### src/rtl/input_conditioner.sv
// -----------------------------------------------------------------------------
// input_conditioner
//
// Multi-channel front end for asynchronous board inputs (buttons, switches).
// Each channel has its own synchroniser, a counter-based debounce FSM,
// single-cycle rise/fall strobes and, optionally, hold-to-repeat strobes.
//
// Optional feature macro: INPUT_CONDITIONER_AUTO_REPEAT_EN
//   defined   : per-channel repeat counter drives rpt while the level is high
//   undefined : rpt is tied to 0 and no repeat logic is built
//
// Parameters:
//   CHANNELS        number of independent channels (>=1)
//   SYNC_STAGES     synchroniser depth (>=2)
//   DEBOUNCE_CYCLES stable synced cycles needed to accept a change (>=1)
//   REPEAT_DELAY    cycles from rise strobe to first rpt strobe (>=1)
//   REPEAT_PERIOD   cycles between subsequent rpt strobes (>=1)
//
// Ports:
//   clk    in  1         system clock (clk_mac)
//   rst_n  in  1         asynchronous active-low reset
//   in     in  CHANNELS  raw asynchronous inputs
//   out    out CHANNELS  debounced level
//   rise   out CHANNELS  1-cycle strobe when out goes 0->1
//   fall   out CHANNELS  1-cycle strobe when out goes 1->0
//   rpt    out CHANNELS  1-cycle auto-repeat strobe
// -----------------------------------------------------------------------------
module input_conditioner #(
    parameter int CHANNELS        = 3,
    parameter int SYNC_STAGES     = 2,
    parameter int DEBOUNCE_CYCLES = 500000,
    parameter int REPEAT_DELAY    = 25000000,
    parameter int REPEAT_PERIOD   = 5000000
) (
    input  logic                clk,
    input  logic                rst_n,
    input  logic [CHANNELS-1:0] in,
    output logic [CHANNELS-1:0] out,
    output logic [CHANNELS-1:0] rise,
    output logic [CHANNELS-1:0] fall,
    output logic [CHANNELS-1:0] rpt
);

    localparam int MAX_DR  = (DEBOUNCE_CYCLES > REPEAT_DELAY) ? DEBOUNCE_CYCLES : REPEAT_DELAY;
    localparam int MAX_ALL = (MAX_DR > REPEAT_PERIOD) ? MAX_DR : REPEAT_PERIOD;
    localparam int CNT_W   = $clog2(MAX_ALL + 1);

    localparam logic [CNT_W-1:0] DEB_C = CNT_W'(DEBOUNCE_CYCLES);

    typedef enum logic [1:0] {
        ST_LO      = 2'd0,
        ST_PEND_HI = 2'd1,
        ST_HI      = 2'd2,
        ST_PEND_LO = 2'd3
    } state_t;

    for (genvar g = 0; g < CHANNELS; g++) begin : g_ch

        logic [SYNC_STAGES-1:0] r_sync;
        logic                   w_s;

        state_t                 r_state;
        state_t                 w_state_nxt;
        logic [CNT_W-1:0]       r_cnt;
        logic [CNT_W-1:0]       w_cnt_nxt;
        logic                   r_out;
        logic                   w_out_nxt;
        logic                   r_rise;
        logic                   w_rise_nxt;
        logic                   r_fall;
        logic                   w_fall_nxt;

        // Synchroniser: bit 0 samples the pin, last bit is the synced level.
        always_ff @(posedge clk or negedge rst_n) begin
            if (!rst_n) begin
                r_sync <= '0;
            end else begin
                r_sync <= {r_sync[SYNC_STAGES-2:0], in[g]};
            end
        end

        assign w_s = r_sync[SYNC_STAGES-1];

        always_ff @(posedge clk or negedge rst_n) begin
            if (!rst_n) begin
                r_state <= ST_LO;
                r_cnt   <= '0;
                r_out   <= 1'b0;
                r_rise  <= 1'b0;
                r_fall  <= 1'b0;
            end else begin
                r_state <= w_state_nxt;
                r_cnt   <= w_cnt_nxt;
                r_out   <= w_out_nxt;
                r_rise  <= w_rise_nxt;
                r_fall  <= w_fall_nxt;
            end
        end

        // Pending states count consecutive cycles at the new level; any
        // return to the old level abandons the change and clears the count.
        always_comb begin
            w_state_nxt = r_state;
            w_cnt_nxt   = r_cnt;
            w_out_nxt   = r_out;
            w_rise_nxt  = 1'b0;
            w_fall_nxt  = 1'b0;
            case (r_state)
                ST_LO: begin
                    if (w_s) begin
                        w_state_nxt = ST_PEND_HI;
                        w_cnt_nxt   = CNT_W'(1);
                    end
                end
                ST_PEND_HI: begin
                    if (!w_s) begin
                        w_state_nxt = ST_LO;
                        w_cnt_nxt   = '0;
                    end else if (r_cnt == DEB_C) begin
                        w_state_nxt = ST_HI;
                        w_cnt_nxt   = '0;
                        w_out_nxt   = 1'b1;
                        w_rise_nxt  = 1'b1;
                    end else begin
                        w_cnt_nxt   = r_cnt + CNT_W'(1);
                    end
                end
                ST_HI: begin
                    if (!w_s) begin
                        w_state_nxt = ST_PEND_LO;
                        w_cnt_nxt   = CNT_W'(1);
                    end
                end
                ST_PEND_LO: begin
                    if (w_s) begin
                        w_state_nxt = ST_HI;
                        w_cnt_nxt   = '0;
                    end else if (r_cnt == DEB_C) begin
                        w_state_nxt = ST_LO;
                        w_cnt_nxt   = '0;
                        w_out_nxt   = 1'b0;
                        w_fall_nxt  = 1'b1;
                    end else begin
                        w_cnt_nxt   = r_cnt + CNT_W'(1);
                    end
                end
                default: begin
                    w_state_nxt = ST_LO;
                    w_cnt_nxt   = '0;
                    w_out_nxt   = 1'b0;
                end
            endcase
        end

        assign out[g]  = r_out;
        assign rise[g] = r_rise;
        assign fall[g] = r_fall;

`ifdef INPUT_CONDITIONER_AUTO_REPEAT_EN
        localparam logic [CNT_W-1:0] RD_C = CNT_W'(REPEAT_DELAY);
        localparam logic [CNT_W-1:0] RP_C = CNT_W'(REPEAT_PERIOD);

        logic [CNT_W-1:0] r_rcnt;
        logic             r_rperiodic;  // 0: waiting REPEAT_DELAY, 1: REPEAT_PERIOD
        logic             r_rpt;
        logic [CNT_W-1:0] w_rcnt_inc;
        logic [CNT_W-1:0] w_rtarget;

        assign w_rcnt_inc = r_rcnt + CNT_W'(1);
        assign w_rtarget  = r_rperiodic ? RP_C : RD_C;

        // The counter restarts on the rise strobe and is held clear whenever
        // the channel is (or is becoming) LO, so the LO-entry edge never
        // emits a repeat.
        always_ff @(posedge clk or negedge rst_n) begin
            if (!rst_n) begin
                r_rcnt      <= '0;
                r_rperiodic <= 1'b0;
                r_rpt       <= 1'b0;
            end else begin
                r_rpt <= 1'b0;
                if (w_rise_nxt || (w_state_nxt == ST_LO)) begin
                    r_rcnt      <= '0;
                    r_rperiodic <= 1'b0;
                end else if ((r_state == ST_HI) || (r_state == ST_PEND_LO)) begin
                    if (w_rcnt_inc == w_rtarget) begin
                        r_rpt       <= 1'b1;
                        r_rcnt      <= '0;
                        r_rperiodic <= 1'b1;
                    end else begin
                        r_rcnt      <= w_rcnt_inc;
                    end
                end
            end
        end

        assign rpt[g] = r_rpt;
`else
        assign rpt[g] = 1'b0;
`endif
    end

endmodule

### config.mk
export PLATFORM = sky130hd
export DESIGN_NAME = input_conditioner
export DESIGN_NICKNAME = d
export VERILOG_FILES = /design/src/rtl/input_conditioner.sv
export SDC_FILE = /design/constraint.sdc
export NUM_CORES = 1
export LEC_CHECK = 0
export BUFFER_PORTS_ARGS = -buffer_cell sky130_fd_sc_hd__buf_2
export CAP_MARGIN = 25
export CORE_ASPECT_RATIO = 0.75
export CORE_MARGIN = 2
export CORE_UTILIZATION = 50
export CTS_CLUSTER_DIAMETER = 40
export CTS_CLUSTER_SIZE = 30
export DETAILED_ROUTE_END_ITERATION = 10
export PLACE_DENSITY = 0.69
export SLEW_MARGIN = 10
export SYNTH_ARGS = -nofsm -noshare
export SYNTH_HDL_FRONTEND = slang
export SYNTH_SLANG_ARGS = --single-unit
### constraint.sdc
create_clock -name clk -period 3 [get_ports clk]
set_input_delay 0.6 -clock clk [delete_from_list [all_inputs] [get_ports clk]]
set_output_delay 0.6 -clock clk [all_outputs]
set_load 0.05 [all_outputs]
==> impl_metrics.yaml <==
hold_path:
  hold_path_class: "in2async"
setup_path:
  critPathCaptureType: "register"
  cp.arrival_ns: 2.71
  worstPathRequired_ns: 3.26
  setup.worst_path.start_class: "register"
  critical_path_class: "reg2reg"
  worstPathMaxFanout: 42
clocking:
  cts_htree_levels: 3
  clockRootBuffer: "clkbuf_16"
  worstSkewPairLatency_ns: 0.35
  cts.clk_slew.worst_paths_ns: 0.07
  ctsLongestPathBuffers: 2
  cts-resized-gates: 0
  cts_tree: "yes"
  clock_sinks: 96
  post-cts-setup-buffer-count: 0
  tritoncts.num_buffers: 9
  hold_bufs_at_cts: 0
final_layout:
  layout-area-overhead-vs-synth_pct: 4.98
  fillerInstances: 905
  post-route-util_pct: 54.1
  fin_area_um2: 5570
  layout-drive-gt1-share_pct: 9.87
  multi_input_comb_area_um2: 2530
  finish.net_count: 563
  antenna_cells: 0
  final-seq-area_um2: 2400
sta:
  finalHoldViolCount: 0
  timing.final.crit_period_ns: 2.45
  finalSetupViolCount: 0
  final.setup.tns_ns: 0
  rel_slew_slack_pct: 37.5
  final-max-slew-violation-count: 0
  rsz0062_at_grt: "false"
  fin_worst_skew_ns: 0.0102
  max_freq_mhz: 408
  final.period_utilization_pct: 81.7
  worst-slew-pin-transition_ns: 0.935
yosys:
  ys_warn_count: 0
  postSynthRegisterBits: 96
  syn_avg_cell_area_um2: 9.55
  netlist_instances: 555
  synth_top_area_share_pct: 45.3
  netlist_area_um2: 5300
  asyncSetResetFlopFracSynth_pct: 100
  synth_edf_count: 0
  synth-main-ff-cell: "dfrtp_1"
  post_synth_most_frequent_cells: "96 x dfrtp_1, 65 x nor2_1, 56 x nand2_1"
  synth_area_leaders: "dfrtp_1 45%, xnor2_1 5.1%, nor2_1 4.6%"
  synth-seq-area-share_pct: 45.3
  post-synth-top-count-cell: "dfrtp_1"
  synthDominantAreaCellType: "dfrtp_1"
  yosys.cell_types.count: 64
global_routing:
  globalRouteTotalUtil_pct: 20.0
  grt_overflow_total: 0
  grt_pass1_vias: 3774
  grt_first_pass_wirelength_mm: 18.1
  grt_max_degree: 61
  antenna_violations_before_repair: 0
floorplanning:
  die_outline_area_um2: 11500
  pin_count: 17
  dieHeight_um: 93.2
  die_x_um: 123
  core.rowCount: 32
  initial_cell_density_of_the_core_pct: 51.5
  coreArea_um2: 10300
route:
  detail_route.vias_per_cell: 5.77
  detailed_route_wire_length_per_cell_um: 15.1
  antenna_violating_nets_post_route: 0
  routed_wl_mm: 10.5
  detailroute.via_count: 4002
  route.detailed.drc: 0
  detail_route.first_pass.iterations: 5
  dr.first_iter.drc_count: 339
placement:
  placed_cell_area_um2: 5290
  gp_routability_congestion: 0.846
  dp_hpwl_mm: 7.08
  io_buffer_count: 13
flow_run:
  maxCapViolations: 0
status:
  run_status: "finished clean"
power_and_ir_drop:
  vdd_drop_max_uv: 336
  leakagePower_uw: 0.00220
  cellPowerDensity_nw_per_um2: 476
[flip-flops by register name, summed over array words and instances, names as in the netlist, named ones only]
register and cells:
g_ch.r_rise 3, g_ch.r_state 3, g_ch.r_cnt 75, g_ch.r_sync 6, g_ch.r_out 3, g_ch.r_fall 3
[layout make-up]
cell class,instances,area share (%)
clock buffer,10,4.11
sequential,96,43.2
inverter,25,1.69
multi-input combinational,404,45.4
tap,136,3.06
timing repair buffer,16,1.62
clock inverter,6,0.922
[stage by stage]
stage	hold slack (ns)	power [uW]	cells	setup WS, ns
after floorplan	0.304	1580	557	1.06
after global placement	0.334	1570	677	0.721
after detailed placement	0.336	1580	677	0.581
after CTS	0.341	2690	693	0.553
after global routing	0.342	2770	693	0.338
final	0.312	2650	693	0.549
[critical path: stages, from the launching register on]
cell	delay (ns)
dfrtp_1	0.43
inv_1	0.09
ha_1	0.21
nor4b_1	0.14
and3_1	0.26
a21oi_4	0.76
o21ai_0	0.22
a31oi_1	0.24
[cells in the final DEF, fill, tap and decap left out, types with 3 or more instances in the layout]
cell and count:
dfrtp_1 96, or4_4 3, or2_2 3, o31a_1 4, nand3_1 27, and3_1 4, nor4_1 9, and4_1 6
inv_1 25, nand2b_1 3, buf_2 12, nor4b_1 9, xnor2_1 31, xor2_1 5, mux2i_1 7, o21ai_0 22
a31oi_1 26, conb_1 3, nand4_1 21, and2_1 3, nand2_1 56, ha_1 6, a41oi_1 4, a21oi_1 22
clkbuf_16 9, buf_4 4, nor3_1 22, clkinvlp_4 3, nor2_1 65
[where the power goes]
part,total (uW),switching (uW),internal (uW)
clock,1090,519,574
combinational,173,119,53.7
sequential,1380,56.2,1330
[worst paths after layout]
kind | cells past startpoint | endpoint | startpoint | slack [ns]
max | 7 | g_ch[0].r_cnt[9]$_DFFE_PN0P_ | g_ch[0].r_cnt[0]$_DFFE_PN0P_ | 0.55
min | 1 | g_ch[2].r_fall$_DFF_PN0_ | rst_n | 0.31
max reg2reg | 7 | g_ch[0].r_cnt[9]$_DFFE_PN0P_ | g_ch[0].r_cnt[0]$_DFFE_PN0P_ | 0.55
min reg2reg | 0 | g_ch[1].r_sync[1]$_DFF_PN0_ | g_ch[1].r_sync[0]$_DFF_PN0_ | 0.34
max in group asynchronous | 2 | g_ch[0].r_cnt[15]$_DFFE_PN0P_ | rst_n | 1.91
min in group clk | 0 | g_ch[1].r_sync[1]$_DFF_PN0_ | g_ch[1].r_sync[0]$_DFF_PN0_ | 0.34
[routing by layer]
layer	GRT usage [%]	part of all wire (%)	vias to the layer above
li1	-	-	1974
met1	28.3	51	1963
met2	30.2	45	55
met3	5.43	3.4	10
met4	5.27	1.3	0
met5	0	0	-
[logic make-up after synthesis]
logic type	count (synthesis)	share of synthesized area (%)
mux	8	1.53
xor+xnor	37	6.25
buf+inv	57	7.13
other cells	1	0.0707
simple gates	252	26.3
flops	96	45.3
compound gates	98	12.0
fa+ha+maj	6	1.42
Power figures use the tool's default switching activity.
